$ cat config.mk
export PLATFORM = sky130hd
export DESIGN_NAME = reg_readback_ctrl
export DESIGN_NICKNAME = d
export VERILOG_FILES = /design/src/rtl/reg_readback_pkg.sv /design/src/rtl/reg_readback_ctrl.sv
export SDC_FILE = /design/constraint.sdc
export NUM_CORES = 1
export LEC_CHECK = 0
export CAP_MARGIN = 20
export CELL_PAD_IN_SITES_DETAIL_PLACEMENT = 0
export CELL_PAD_IN_SITES_GLOBAL_PLACEMENT = 1
export CORE_MARGIN = 2
export CORE_UTILIZATION = 38
export DETAILED_ROUTE_END_ITERATION = 16
export PLACE_DENSITY = 0.81
export SLEW_MARGIN = 0
export SYNTH_ARGS = -nofsm -noshare
export SYNTH_HDL_FRONTEND = slang
export SYNTH_SLANG_ARGS = --single-unit
$ cat constraint.sdc
create_clock -name bclk -period 2.03 [get_ports bclk]
set_input_delay 0.406 -clock bclk [delete_from_list [all_inputs] [get_ports bclk]]
set_output_delay 0.406 -clock bclk [all_outputs]
set_load 0.01 [all_outputs]
$ cat src/rtl/reg_readback_pkg.sv
// -----------------------------------------------------------------------------
// reg_readback_pkg
// Shared definitions for the register readback controller.
//   rbState_e  : controller state (IDLE, LATCH, SHIFT, DONE)
//   SHIFT_LEN  : bits per attached read-only register
//   CNT_W      : width of the shift bit counter (wraps 31 -> 0)
//   evenParity : XOR reduction of a captured word
// -----------------------------------------------------------------------------
package reg_readback_pkg;

    typedef enum logic [1:0] {
        IDLE  = 2'd0,
        LATCH = 2'd1,
        SHIFT = 2'd2,
        DONE  = 2'd3
    } rbState_e;

    localparam int unsigned SHIFT_LEN = 32;
    localparam int unsigned CNT_W     = 5;

    function automatic logic evenParity(input logic [SHIFT_LEN-1:0] word);
        return ^word;
    endfunction

endpackage

$ cat src/rtl/reg_readback_ctrl.sv
// -----------------------------------------------------------------------------
// reg_readback_ctrl
// Serial readback controller for NREG external 32-bit read-only registers.
// A request latches the selected register (latchOut one-hot strobe), shifts
// its contents in MSB first over 32 enabled cycles (shiftEn one-hot), then
// presents the word for one enabled cycle on rdValid. Out-of-range addresses
// complete immediately with rdErr=1 and rdData=0.
//
// Ports
//   bclk       in   clock, all state on posedge
//   rstb       in   synchronous active-low reset (overrides clkEn)
//   clkEn      in   clock enable, 0 freezes all state and outputs
//   rdReq      in   readback request, accepted only while rdReady=1
//   rdAddr     in   [ADDRW] register index
//   rdReady    out  high in IDLE only
//   latchOut   out  [NREG] one-hot parallel-load strobe
//   shiftEn    out  [NREG] one-hot shift enable
//   shiftIn    in   [NREG] serial bit per register (0 when not enabled)
//   rdValid    out  result pulse (one enabled cycle)
//   rdData     out  [32] captured word, held until next result
//   rdErr      out  result was for an address >= NREG
//   rdAddrOut  out  [ADDRW] address echoed with the result
//   rdParity   out  XOR of rdData (only with READBACK_PARITY_EN defined)
//
// Configuration macro: READBACK_PARITY_EN adds the rdParity output.
// -----------------------------------------------------------------------------
module reg_readback_ctrl
    import reg_readback_pkg::*;
#(
    parameter int unsigned NREG  = 8,
    parameter int unsigned ADDRW = 3
) (
    input  logic                 bclk,
    input  logic                 rstb,
    input  logic                 clkEn,
    input  logic                 rdReq,
    input  logic [ADDRW-1:0]     rdAddr,
    output logic                 rdReady,
    output logic [NREG-1:0]      latchOut,
    output logic [NREG-1:0]      shiftEn,
    input  logic [NREG-1:0]      shiftIn,
    output logic                 rdValid,
    output logic [SHIFT_LEN-1:0] rdData,
    output logic                 rdErr,
    output logic [ADDRW-1:0]     rdAddrOut
`ifdef READBACK_PARITY_EN
    ,
    output logic                 rdParity
`endif
);

    rbState_e             state;
    logic [ADDRW-1:0]     addrReg;
    logic [CNT_W-1:0]     bitCnt;
    logic [SHIFT_LEN-1:0] capture;

    logic                 addrInRange;
    logic [NREG-1:0]      reqOneHot;
    logic [NREG-1:0]      regOneHot;
    logic                 selBit;
    logic [SHIFT_LEN-1:0] captureNext;

    always_comb begin
        addrInRange = (32'(rdAddr) < NREG);
        reqOneHot   = NREG'(1) << rdAddr;
        regOneHot   = NREG'(1) << addrReg;
        // Unselected registers drive 0 and shiftEn is one-hot, so masking
        // and OR-reducing picks the selected bit without an address mux.
        selBit      = |(shiftIn & shiftEn);
        captureNext = {capture[SHIFT_LEN-2:0], selBit};
    end

    always_ff @(posedge bclk) begin
        if (!rstb) begin
            state     <= IDLE;
            rdReady   <= 1'b1;
            latchOut  <= '0;
            shiftEn   <= '0;
            rdValid   <= 1'b0;
            rdErr     <= 1'b0;
            rdData    <= '0;
            rdAddrOut <= '0;
            bitCnt    <= '0;
            addrReg   <= '0;
            capture   <= '0;
`ifdef READBACK_PARITY_EN
            rdParity  <= 1'b0;
`endif
        end else if (clkEn) begin
            unique case (state)
                IDLE: begin
                    // rdReady is 1 throughout IDLE, so rdReq alone accepts.
                    if (rdReq) begin
                        addrReg <= rdAddr;
                        rdReady <= 1'b0;
                        if (addrInRange) begin
                            latchOut <= reqOneHot;
                            state    <= LATCH;
                        end else begin
                            rdValid   <= 1'b1;
                            rdErr     <= 1'b1;
                            rdData    <= '0;
                            rdAddrOut <= rdAddr;
`ifdef READBACK_PARITY_EN
                            rdParity  <= 1'b0;
`endif
                            state     <= DONE;
                        end
                    end
                end

                LATCH: begin
                    latchOut <= '0;
                    shiftEn  <= regOneHot;
                    bitCnt   <= '0;
                    capture  <= '0;
                    state    <= SHIFT;
                end

                SHIFT: begin
                    capture <= captureNext;
                    bitCnt  <= bitCnt + 1'b1;
                    // Final bit: load the result straight from the shifted
                    // word so DONE presents it without an extra cycle.
                    if (bitCnt == CNT_W'(SHIFT_LEN - 1)) begin
                        shiftEn   <= '0;
                        rdValid   <= 1'b1;
                        rdErr     <= 1'b0;
                        rdData    <= captureNext;
                        rdAddrOut <= addrReg;
`ifdef READBACK_PARITY_EN
                        rdParity  <= evenParity(captureNext);
`endif
                        state     <= DONE;
                    end
                end

                DONE: begin
                    rdValid <= 1'b0;
                    rdReady <= 1'b1;
                    state   <= IDLE;
                end

                default: begin
                    state <= IDLE;
                end
            endcase
        end
    end

endmodule

==> reports/summary.txt <==
Total Neg Setup Slack - 0 ns
Reg clk slew, reported paths - 0.09 ns
Die W - 102.8 um
sequential fraction of the synthesis area - 0.5078
Hold Crit Class - flip-flop to flip-flop
hpwl dp - 5.508 mm
drt first pass iters - 4
clk_lat worst skew - 0.36 ns
# H-tree levels - 3
Max Root-Sink Buffers - 2
Avg Vias per Cell - 5.002
P&R area growth vs syn - 26.16%
RD Place Congestion - 0.7779
# resized after CTS - 0
Req. time, crit path - 2.32 ns
CP Class - flip-flop to flip-flop
vias in the first global route - 2940
DR vias - 3226
DIE AREA - 0.01056 sq mm
Layout Skew - 0.007390 ns
core area - 0.009639 sq mm
antenna cells - 0
Synth cell types - 29
Multi-input gate area - 0.001614 sq mm
first-pass GRT wire length - 13.67 mm
Syn Inst Count - 450
area occupied by registers - 0.001882 sq mm
Warnings, synthesis - 0
Tmin final - 1.774 ns
CTS tree - done
Mapped Area - 0.003706 sq mm
Fin. Hold Viols - 0
pre-CTS setup slack - 0.09760 ns
layout net count - 528
drt drc - 0
clock root buffer master - clkbuf_8
GRT Util Overall - 0.1633
Leakage Power - 1.531 nW
initial drt markers - 155
peak supply drop - 0.3739 mV
Initial Utilization - 0.3845
Max Cap Viol - 0
DRT antenna net count - 0
drt wl/cell - 12.81 um
RSZ-0062 raised after global routing - false
PortBufs - 67
Slew @ Worst Pin - 0.5668 ns
f_max - 563.8 MHz
status - complete, no violations
largest net degree at the start of global routing - 89
final wirelength - 8.264 mm
Pwr Density - 733.7 mW/mm^2
worst relative slew slack - 0.6114
clock sink total - 94
layout cells sized above 1 - 0.06641
Overflow after GRT - 0
final-report setup violation count - 0
setup repair bufs after CTS - 0
Mapped Nets - 471
Min Hold Slack - 0.4542 ns
IO Pins - 69
Die H - 102.8 um
CP startpoint kind - flip-flop
CTS Hold Bufs - 0
cts bufs inserted - 9
Setup crit end kind - flip-flop
final setup margin - 0.2564 ns
initial antenna violation count - 0
fillers - 974
syn_area_per_cell - 8.236 sq um
fin crit share - 0.8737
CP Data Arrival Time - 2.06 ns
Final Max Tran Viols - 0
register bit total from synthesis - 94
num rows - 36
crit-path max FO - 24
==> path summary, 6_finish.rpt <==
check / start / endpoint / slack, ns / cells after the start
setup / recovery: bitCnt[0]$_SDFFE_PN0P_ / rdData[5]$_SDFFE_PN0P_ / 0.26 / 7
hold / removal: rdData[21]$_SDFFE_PN0P_ / rdData[21]$_SDFFE_PN0P_ / 0.45 / 2
setup reg to reg: bitCnt[0]$_SDFFE_PN0P_ / rdData[5]$_SDFFE_PN0P_ / 0.26 / 7
hold reg to reg: rdData[21]$_SDFFE_PN0P_ / rdData[21]$_SDFFE_PN0P_ / 0.45 / 2
==> synth_stat cells <==
cell type,number,area (sq um)
o21a_1,1,7.510
or4_1,1,7.510
and2_1,3,18.77
clkbuf_1,7,26.28
and3_1,2,12.51
and4_1,1,8.760
nand2b_1,2,12.51
buf_4,6,45.04
nand3_2,1,10.01
mux2i_1,5,50.05
inv_2,1,3.750
mux2_2,3,33.78
inv_1,4,15.01
nor2b_1,7,43.79
o31ai_1,1,7.510
dfxtp_1,94,1882
conb_1,1,3.750
buf_6,3,33.78
a21oi_1,91,455.4
o21ai_0,21,105.1
nor2_1,8,30.03
ha_1,6,75.07
nand3_1,37,185.2
nand4_1,18,112.6
nand2_1,102,382.9
or3b_1,1,8.760
buf_2,18,90.09
a22oi_1,4,30.03
a31o_2,1,8.760
==> sequential cells by signal, indices dropped and copies added (netlist names) <==
name and cells:
capture 31, rdValid 1, addrReg 3, latchOut 8, bitCnt 5, rdAddrOut 3, rdReady 1, shiftEn 8
rdData 32, state 2
==> through the flow <==
step	total power [mW]	instance area (sq um)	util	std cells
2_1_floorplan	2.099	3706	-	450
3_3_place_gp	2.195	4471	0.4638	629
3_5_place_dp	2.201	4471	0.4638	629
4_1_cts	3.457	4672	0.4847	645
5_1_grt	3.562	4676	0.4851	645
6_report	3.431	4676	0.4851	645
==> metal layers <==
metal  wire length, um  GRT usage
met1              3969     0.2092
met4               138    0.07389
met2              3841     0.2645
met3               314    0.03593
met5                 0          0
==> cells by family (layout without fill, tap and decap cells) <==
logic type,Yosys count,in the layout,share of synthesized area
AO/OA/AOI/OAI,119,119,0.1658
flip-flops,94,94,0.5078
buffers and inverters,39,101,0.05773
multiplexers,8,8,0.02262
adder cells (fa/ha/maj),6,6,0.02026
AND/OR/NAND/NOR,183,183,0.2249
other,1,1,0.001012
==> power breakdown <==
part           internal [mW]  switching (mW)
Sequential              1.86          0.0141
Combinational          0.105           0.184
Clock                  0.637           0.634
Total                   2.60           0.832
==> critical path, cell delays in order (launching register included) <==
cell,delay [ns]
dfxtp_1,0.37
ha_1,0.19
and3_1,0.16
ha_1,0.27
and3_1,0.21
buf_4,0.27
nand2_1,0.10
a21oi_1,0.13
==> cell type report <==
class                      count  area share
clock buffer                  13     0.03398
sequential                    94      0.4025
tap                          133     0.03559
clock inverter                 3    0.009098
timing repair buffer          80      0.1697
inverter                       5    0.004014
multi-input combinational    317      0.3452
==> placed cells by master (no fill, tap or decap), drive strengths merged <==
master	instances
nand2	102
dfxtp	94
a21oi	91
clkdlybuf4s50	67
nand3	38
o21ai	21
nand4	18
clkbuf	13
buf	13
nor2	8
nor2b	7
ha	6
inv	5
mux2i	5
a22oi	4
mux2	3
and2	3
and3	2
nand2b	2
and4	1
o31ai	1
or4	1
or3b	1
o21a	1
a31o	1
conb	1
clkinvlp	1
clkinv	1
bufinv	1
Note: power is estimated with default switching activity, not from simulation.
